==> config.mk <==
export PLATFORM = sky130hd
export DESIGN_NAME = mem_arbiter
export DESIGN_NICKNAME = d
export VERILOG_FILES = /design/src/rtl/mem_arbiter.sv
export SDC_FILE = /design/constraint.sdc
export NUM_CORES = 1
export LEC_CHECK = 0
export ABC_AREA = 1
export ABC_CLOCK_PERIOD_IN_PS = 2900
export CORE_ASPECT_RATIO = 1.75
export CORE_MARGIN = 1
export CORE_UTILIZATION = 43
export CTS_CLUSTER_DIAMETER = 50
export DETAILED_ROUTE_END_ITERATION = 8
export GPL_TIMING_DRIVEN = 0
export PLACE_DENSITY_LB_ADDON = 0.1
export SLEW_MARGIN = 40
export SYNTH_ARGS = -nofsm -noshare
export SYNTH_HDL_FRONTEND = slang
export SYNTH_SLANG_ARGS = --single-unit
==> constraint.sdc <==
create_clock -name clk -period 2.9 [get_ports clk]
set_clock_uncertainty 0.15 [all_clocks]
set_input_delay 0.58 -clock clk [delete_from_list [all_inputs] [get_ports clk]]
set_output_delay 0.58 -clock clk [all_outputs]
set_load 0.05 [all_outputs]
==> src/rtl/mem_arbiter.sv <==
// Two-requester (fetch / LSU) arbiter onto a single memory port.
// At most one bus transaction is outstanding; the LSU has priority, bounded by a fetch starvation limit.
module mem_arbiter #(
  parameter int unsigned STARVE_LIMIT = 4
) (
  input  logic        clk,
  input  logic        reset_n,
  input  logic        if_req,
  input  logic [31:0] if_addr,
  input  logic        if_flush,
  output logic        if_gnt,
  output logic        if_rvalid,
  output logic        if_err,
  output logic [31:0] if_rdata,
  input  logic        lsu_req,
  input  logic        lsu_we,
  input  logic [3:0]  lsu_be,
  input  logic [31:0] lsu_addr,
  input  logic [31:0] lsu_wdata,
  output logic        lsu_gnt,
  output logic        lsu_rvalid,
  output logic        lsu_err,
  output logic [31:0] lsu_rdata,
  output logic        bus_req,
  output logic        bus_we,
  output logic [3:0]  bus_be,
  output logic [31:0] bus_addr,
  output logic [31:0] bus_wdata,
  input  logic        bus_gnt,
  input  logic        bus_rvalid,
  input  logic        bus_err,
  input  logic [31:0] bus_rdata,
  output logic        busy
);

  typedef enum logic [1:0] {IDLE, WAIT_GNT, WAIT_RSP} state_t;

  state_t      r_state, w_state_nxt;
  logic        r_owner_if, w_owner_if_nxt;
  logic        r_we, w_we_nxt;
  logic [3:0]  r_be, w_be_nxt;
  logic [31:0] r_addr, w_addr_nxt;
  logic [31:0] r_wdata, w_wdata_nxt;
  logic        r_discard, w_discard_nxt;
  logic [2:0]  r_starve, w_starve_nxt;

  logic        w_if_cand, w_sel_if, w_starved;
  logic        w_sel_we;
  logic [3:0]  w_sel_be;
  logic [31:0] w_sel_addr, w_sel_wdata;
  logic        w_cur_owner_if, w_bus_req, w_gnt;
  logic        w_bus_we;
  logic [3:0]  w_bus_be;
  logic [31:0] w_bus_addr, w_bus_wdata;
  logic        w_if_rv, w_if_er, w_lsu_rv, w_lsu_er;

  // A flushed fetch does not take part in arbitration that cycle.
  assign w_if_cand   = if_req & ~if_flush;
  assign w_starved   = (r_starve == 3'(STARVE_LIMIT));
  assign w_sel_if    = w_if_cand & (~lsu_req | w_starved);
  assign w_sel_we    = w_sel_if ? 1'b0     : lsu_we;
  assign w_sel_be    = w_sel_if ? 4'hF     : lsu_be;
  assign w_sel_addr  = w_sel_if ? if_addr  : lsu_addr;
  assign w_sel_wdata = w_sel_if ? '0       : lsu_wdata;

  always_comb begin
    w_state_nxt    = r_state;
    w_owner_if_nxt = r_owner_if;
    w_we_nxt       = r_we;
    w_be_nxt       = r_be;
    w_addr_nxt     = r_addr;
    w_wdata_nxt    = r_wdata;
    w_discard_nxt  = r_discard;
    w_starve_nxt   = r_starve;
    w_cur_owner_if = r_owner_if;
    w_bus_req      = 1'b0;
    w_bus_we       = r_we;
    w_bus_be       = r_be;
    w_bus_addr     = r_addr;
    w_bus_wdata    = r_wdata;
    w_if_rv        = 1'b0;
    w_if_er        = 1'b0;
    w_lsu_rv       = 1'b0;
    w_lsu_er       = 1'b0;
    case (r_state)
      IDLE: begin
        w_cur_owner_if = w_sel_if;
        w_bus_we       = w_sel_we;
        w_bus_be       = w_sel_be;
        w_bus_addr     = w_sel_addr;
        w_bus_wdata    = w_sel_wdata;
        if (w_if_cand || lsu_req) begin
          w_bus_req      = 1'b1;
          w_owner_if_nxt = w_sel_if;
          w_we_nxt       = w_sel_we;
          w_be_nxt       = w_sel_be;
          w_addr_nxt     = w_sel_addr;
          w_wdata_nxt    = w_sel_wdata;
          w_state_nxt    = bus_gnt ? WAIT_RSP : WAIT_GNT;
          if (!w_sel_if && if_req && !w_starved)
            w_starve_nxt = r_starve + 3'd1;
        end
      end
      WAIT_GNT: begin
        w_bus_req = 1'b1;
        if (bus_gnt)
          w_state_nxt = WAIT_RSP;
        if (r_owner_if && if_flush)
          w_discard_nxt = 1'b1;
      end
      WAIT_RSP: begin
        if (bus_rvalid) begin
          w_state_nxt   = IDLE;
          w_discard_nxt = 1'b0;
          if (r_owner_if) begin
            // A flush arriving with the response discards it just like an earlier one.
            if (!r_discard && !if_flush) begin
              w_if_rv = 1'b1;
              w_if_er = bus_err;
            end
          end else begin
            w_lsu_rv = 1'b1;
            w_lsu_er = bus_err;
          end
        end else if (r_owner_if && if_flush) begin
          w_discard_nxt = 1'b1;
        end
      end
      default: w_state_nxt = IDLE;
    endcase
    w_gnt = w_bus_req & bus_gnt;
    if (w_gnt && w_cur_owner_if)
      w_starve_nxt = '0;
  end

  always_ff @(posedge clk or negedge reset_n) begin
    if (!reset_n) begin
      r_state    <= IDLE;
      r_owner_if <= 1'b0;
      r_we       <= 1'b0;
      r_be       <= '0;
      r_addr     <= '0;
      r_wdata    <= '0;
      r_discard  <= 1'b0;
      r_starve   <= '0;
    end else begin
      r_state    <= w_state_nxt;
      r_owner_if <= w_owner_if_nxt;
      r_we       <= w_we_nxt;
      r_be       <= w_be_nxt;
      r_addr     <= w_addr_nxt;
      r_wdata    <= w_wdata_nxt;
      r_discard  <= w_discard_nxt;
      r_starve   <= w_starve_nxt;
    end
  end

  // Combinational paths are masked during reset so nothing leaks while reset_n is low.
  assign bus_req    = reset_n & w_bus_req;
  assign bus_we     = reset_n & w_bus_req & w_bus_we;
  assign bus_be     = reset_n ? w_bus_be    : '0;
  assign bus_addr   = reset_n ? w_bus_addr  : '0;
  assign bus_wdata  = reset_n ? w_bus_wdata : '0;
  assign if_gnt     = reset_n & w_gnt & w_cur_owner_if;
  assign lsu_gnt    = reset_n & w_gnt & ~w_cur_owner_if;
  assign if_rvalid  = reset_n & w_if_rv;
  assign if_err     = reset_n & w_if_er;
  assign lsu_rvalid = reset_n & w_lsu_rv;
  assign lsu_err    = reset_n & w_lsu_er;
  assign if_rdata   = bus_rdata;
  assign lsu_rdata  = bus_rdata;
  assign busy       = (r_state != IDLE);

endmodule

==> results.py <==
metrics = {
    "outcome": {
        "status": "finished, final reports clean",
    },
    "placed_design": {
        "dp_hpwl_um": 12400,
        "portBuffers": 249,
        "place_congestion": 0.817,
        "post-place-ws_ns": -0.697,
        "place_area_mm2": 0.00791,
    },
    "worst_hold_path": {
        "worst_hold_path_type": "in -> async",
    },
    "floorplanning": {
        "core_area_mm2": 0.0117,
        "fp.dieH_um": 148,
        "initial_utilization": 0.446,
        "die_w_um": 85.3,
        "num_io_pins": 282,
        "die_area_mm2": 0.0126,
        "rows": 52,
    },
    "worst_setup_path": {
        "worst_setup_path_start_kind": "register",
        "cp-startpoint": "r_state[1]",
        "path_max_fanout": 10,
        "reg2reg_from": "r_starve[0]",
        "cp_data_required_time_ns": 2.17,
        "worst_setup_path_end_kind": "output pin",
        "path_class": "reg -> out",
        "cp_data_arrival_time_ns": 2.11,
    },
    "synth": {
        "ys_types": 23,
        "synth_edf_count": 0,
        "async_reset_ff_frac": 1.00,
        "syn_area_mm2": 0.00523,
        "syn_inst": 784,
        "synthTopCellsByArea": "dfrtp_1, nand2_1, buf_4",
        "yosys.area.top_type": "dfrtp_1",
        "synth_top_cells_by_count": "nand2_1, inv_1, dfrtp_1",
        "syn_area_per_cell_um2": 6.67,
        "ys_seq_area_frac": 0.364,
        "yosysMostFrequentCell": "nand2_1",
        "ys_ff_latch": 76,
        "netlist.area_leader.share": 0.364,
        "yosysWarningCount": 0,
        "ys.flop_type": "dfrtp_1",
        "synth_nets": 930,
    },
    "sta": {
        "worstMarginPinSlew_ns": 0.540,
        "hold_ws_ns": 0.00181,
        "timing.final.ws_setup_ns": 0.0556,
        "fin_setup_tns_ns": 0,
        "max_freq_mhz": 352,
        "finalCritPeriodShare": 0.981,
        "hold_viol_final": 0,
        "worst_slew_margin_rel": 0.640,
        "period_minus_slack_ns": 2.84,
        "setup_viol": 0,
        "drv_slew": 0,
    },
    "clock_network": {
        "cts.path.max_buffers": 2,
        "cts_tree": "yes",
        "clkLatencyLatePin_ns": 0.33,
        "clock_sinks": 76,
        "clock-root-buffer": "clkbuf_16",
        "numCtsBuffers": 9,
        "cts.clk_slew.worst_paths_ns": 0.06,
        "cts_hold_buf": 0,
        "htreeDepth": 3,
    },
    "power": {
        "power_density_mw_per_mm2": 962,
        "leakage_uw": 0.00438,
        "vdd_ir_drop_max_v": 0.000638,
        "fin_total_pwr_uw": 7880,
    },
    "detailed_routing": {
        "antenna_left": 0,
        "routed-via-count": 5713,
        "routedWlPerCell_um": 13.7,
        "drtPass1Iterations": 4,
        "viasPerCell": 4.81,
        "remaining_drc_errors": 0,
        "first_iter_violations": 275,
        "routed_wl_um": 16300,
    },
    "global_routing": {
        "grt_usage": 0.253,
        "grt_first_pass_wirelength_um": 25600,
        "grt_max_degree": 46,
        "antenna_found_initial": 0,
        "overflow": 0,
        "grt_pass1_vias": 5383,
    },
    "finish": {
        "design_area_mm2": 0.00819,
        "syn2layout_area_growth_pct": 56.7,
        "register_area_mm2": 0.00190,
        "fillers": 1081,
        "multi_input_area_mm2": 0.00232,
        "final_nets": 1193,
        "antennaDiodeCount": 0,
        "drive_gt1_frac": 0.217,
    },
    "job": {
        "cap_viol_max_count": 0,
    },
}
==> registers in the layout, indices dropped and copies added, names as in the netlist <==
signal,flops
r_discard,1
r_wdata,32
r_addr,32
r_owner_if,1
r_be,4
r_we,1
r_state,2
r_starve,3
==> logic make-up (layout without fill, tap and decap cells) <==
family                   count (synthesis)  in the layout  synth area share
XOR/XNOR                                 1              1           0.00168
AND/OR/NAND/NOR                        311            311             0.227
flip-flops                              76             76             0.364
AO/OA/AOI/OAI                          182            182             0.185
buffers and inverters                  209            477             0.211
adder cells (fa/ha/maj)                  5              5            0.0120
==> cell usage in the layout, fill, tap and decap left out, types with 3 or more instances in the layout <==
| cell | Yosys | final |
|---|---|---|
| nand2_1 | 228 | 226 |
| buf_2 | 18 | 34 |
| bufinv_16 | 0 | 3 |
| a21oi_1 | 38 | 36 |
| o21ai_0 | 63 | 60 |
| nand2_2 | 2 | 3 |
| ha_1 | 5 | 5 |
| clkbuf_4 | 0 | 13 |
| inv_1 | 96 | 96 |
| o21ai_2 | 13 | 16 |
| dlygate4sd2_1 | 0 | 4 |
| o21ai_4 | 0 | 5 |
| o21ai_1 | 66 | 61 |
| nor2_1 | 72 | 71 |
| nand3_1 | 4 | 3 |
| dfrtp_1 | 76 | 76 |
| clkbuf_2 | 0 | 14 |
| buf_4 | 67 | 108 |
| clkdlybuf4s50_1 | 0 | 168 |
| buf_6 | 6 | 9 |
| clkbuf_1 | 20 | 9 |
| clkbuf_16 | 0 | 10 |
==> worst paths after layout <==
path	depth (start not counted)	end	slack (ns)
worst max-delay path	7	bus_wdata[1]	0.06
worst min-delay path	1	r_wdata[25]	0.002
worst max register to register	9	r_addr[28]	1.15
worst min register to register	2	r_wdata[13]	0.33
max in group asynchronous	2	r_addr[26]	2.05
min in group clk	2	r_wdata[13]	0.33
==> power breakdown <==
| part | total (uW) | internal, uW | leakage, uW | switching [uW] |
|---|---|---|---|---|
| Combinational | 4780 | 1490 | 0.00327 | 3290 |
| Sequential | 1830 | 1570 | 0.000942 | 264 |
| Clock | 1280 | 839 | 0.000163 | 437 |
| Total | 7880 | 3890 | 0.00438 | 3990 |
==> area by class of cell <==
type,instances,share of cell area
clock buffer,11,0.0284
multi-input combinational,499,0.284
timing repair buffer,252,0.283
sequential,76,0.232
buffer,112,0.0959
clock inverter,5,0.0122
inverter,97,0.0444
tap,135,0.0206
==> metrics by stage <==
step                cells   util
floorplan             784      -
global placement     1168  0.674
detailed placement   1169  0.675
CTS                  1185  0.684
global route         1187  0.700
finish               1187  0.700
==> metal layers <==
layer,vias up,track usage,part of all wire
met5,-,0,0
met4,0,0.0650,0.011
met3,16,0.0581,0.063
met2,196,0.507,0.57
met1,2618,0.256,0.35
li1,2883,-,-
==> critical path: stages (launching register included) <==
cell      delay [ns]
dfrtp_1         0.38
inv_1           0.07
ha_1            0.22
buf_4           0.19
buf_4           0.20
clkbuf_2        0.23
a21oi_1         0.26
buf_4           0.24
==> what timing repair did <==
action                     CTS  global route
gates resized for setup    414            80
hold endpoints to repair     0             0
setup buffers                0             1
gates cloned                 0             1
pin swaps                    1             2
setup endpoints to repair   77            74
(Power assumes the default switching activity.)
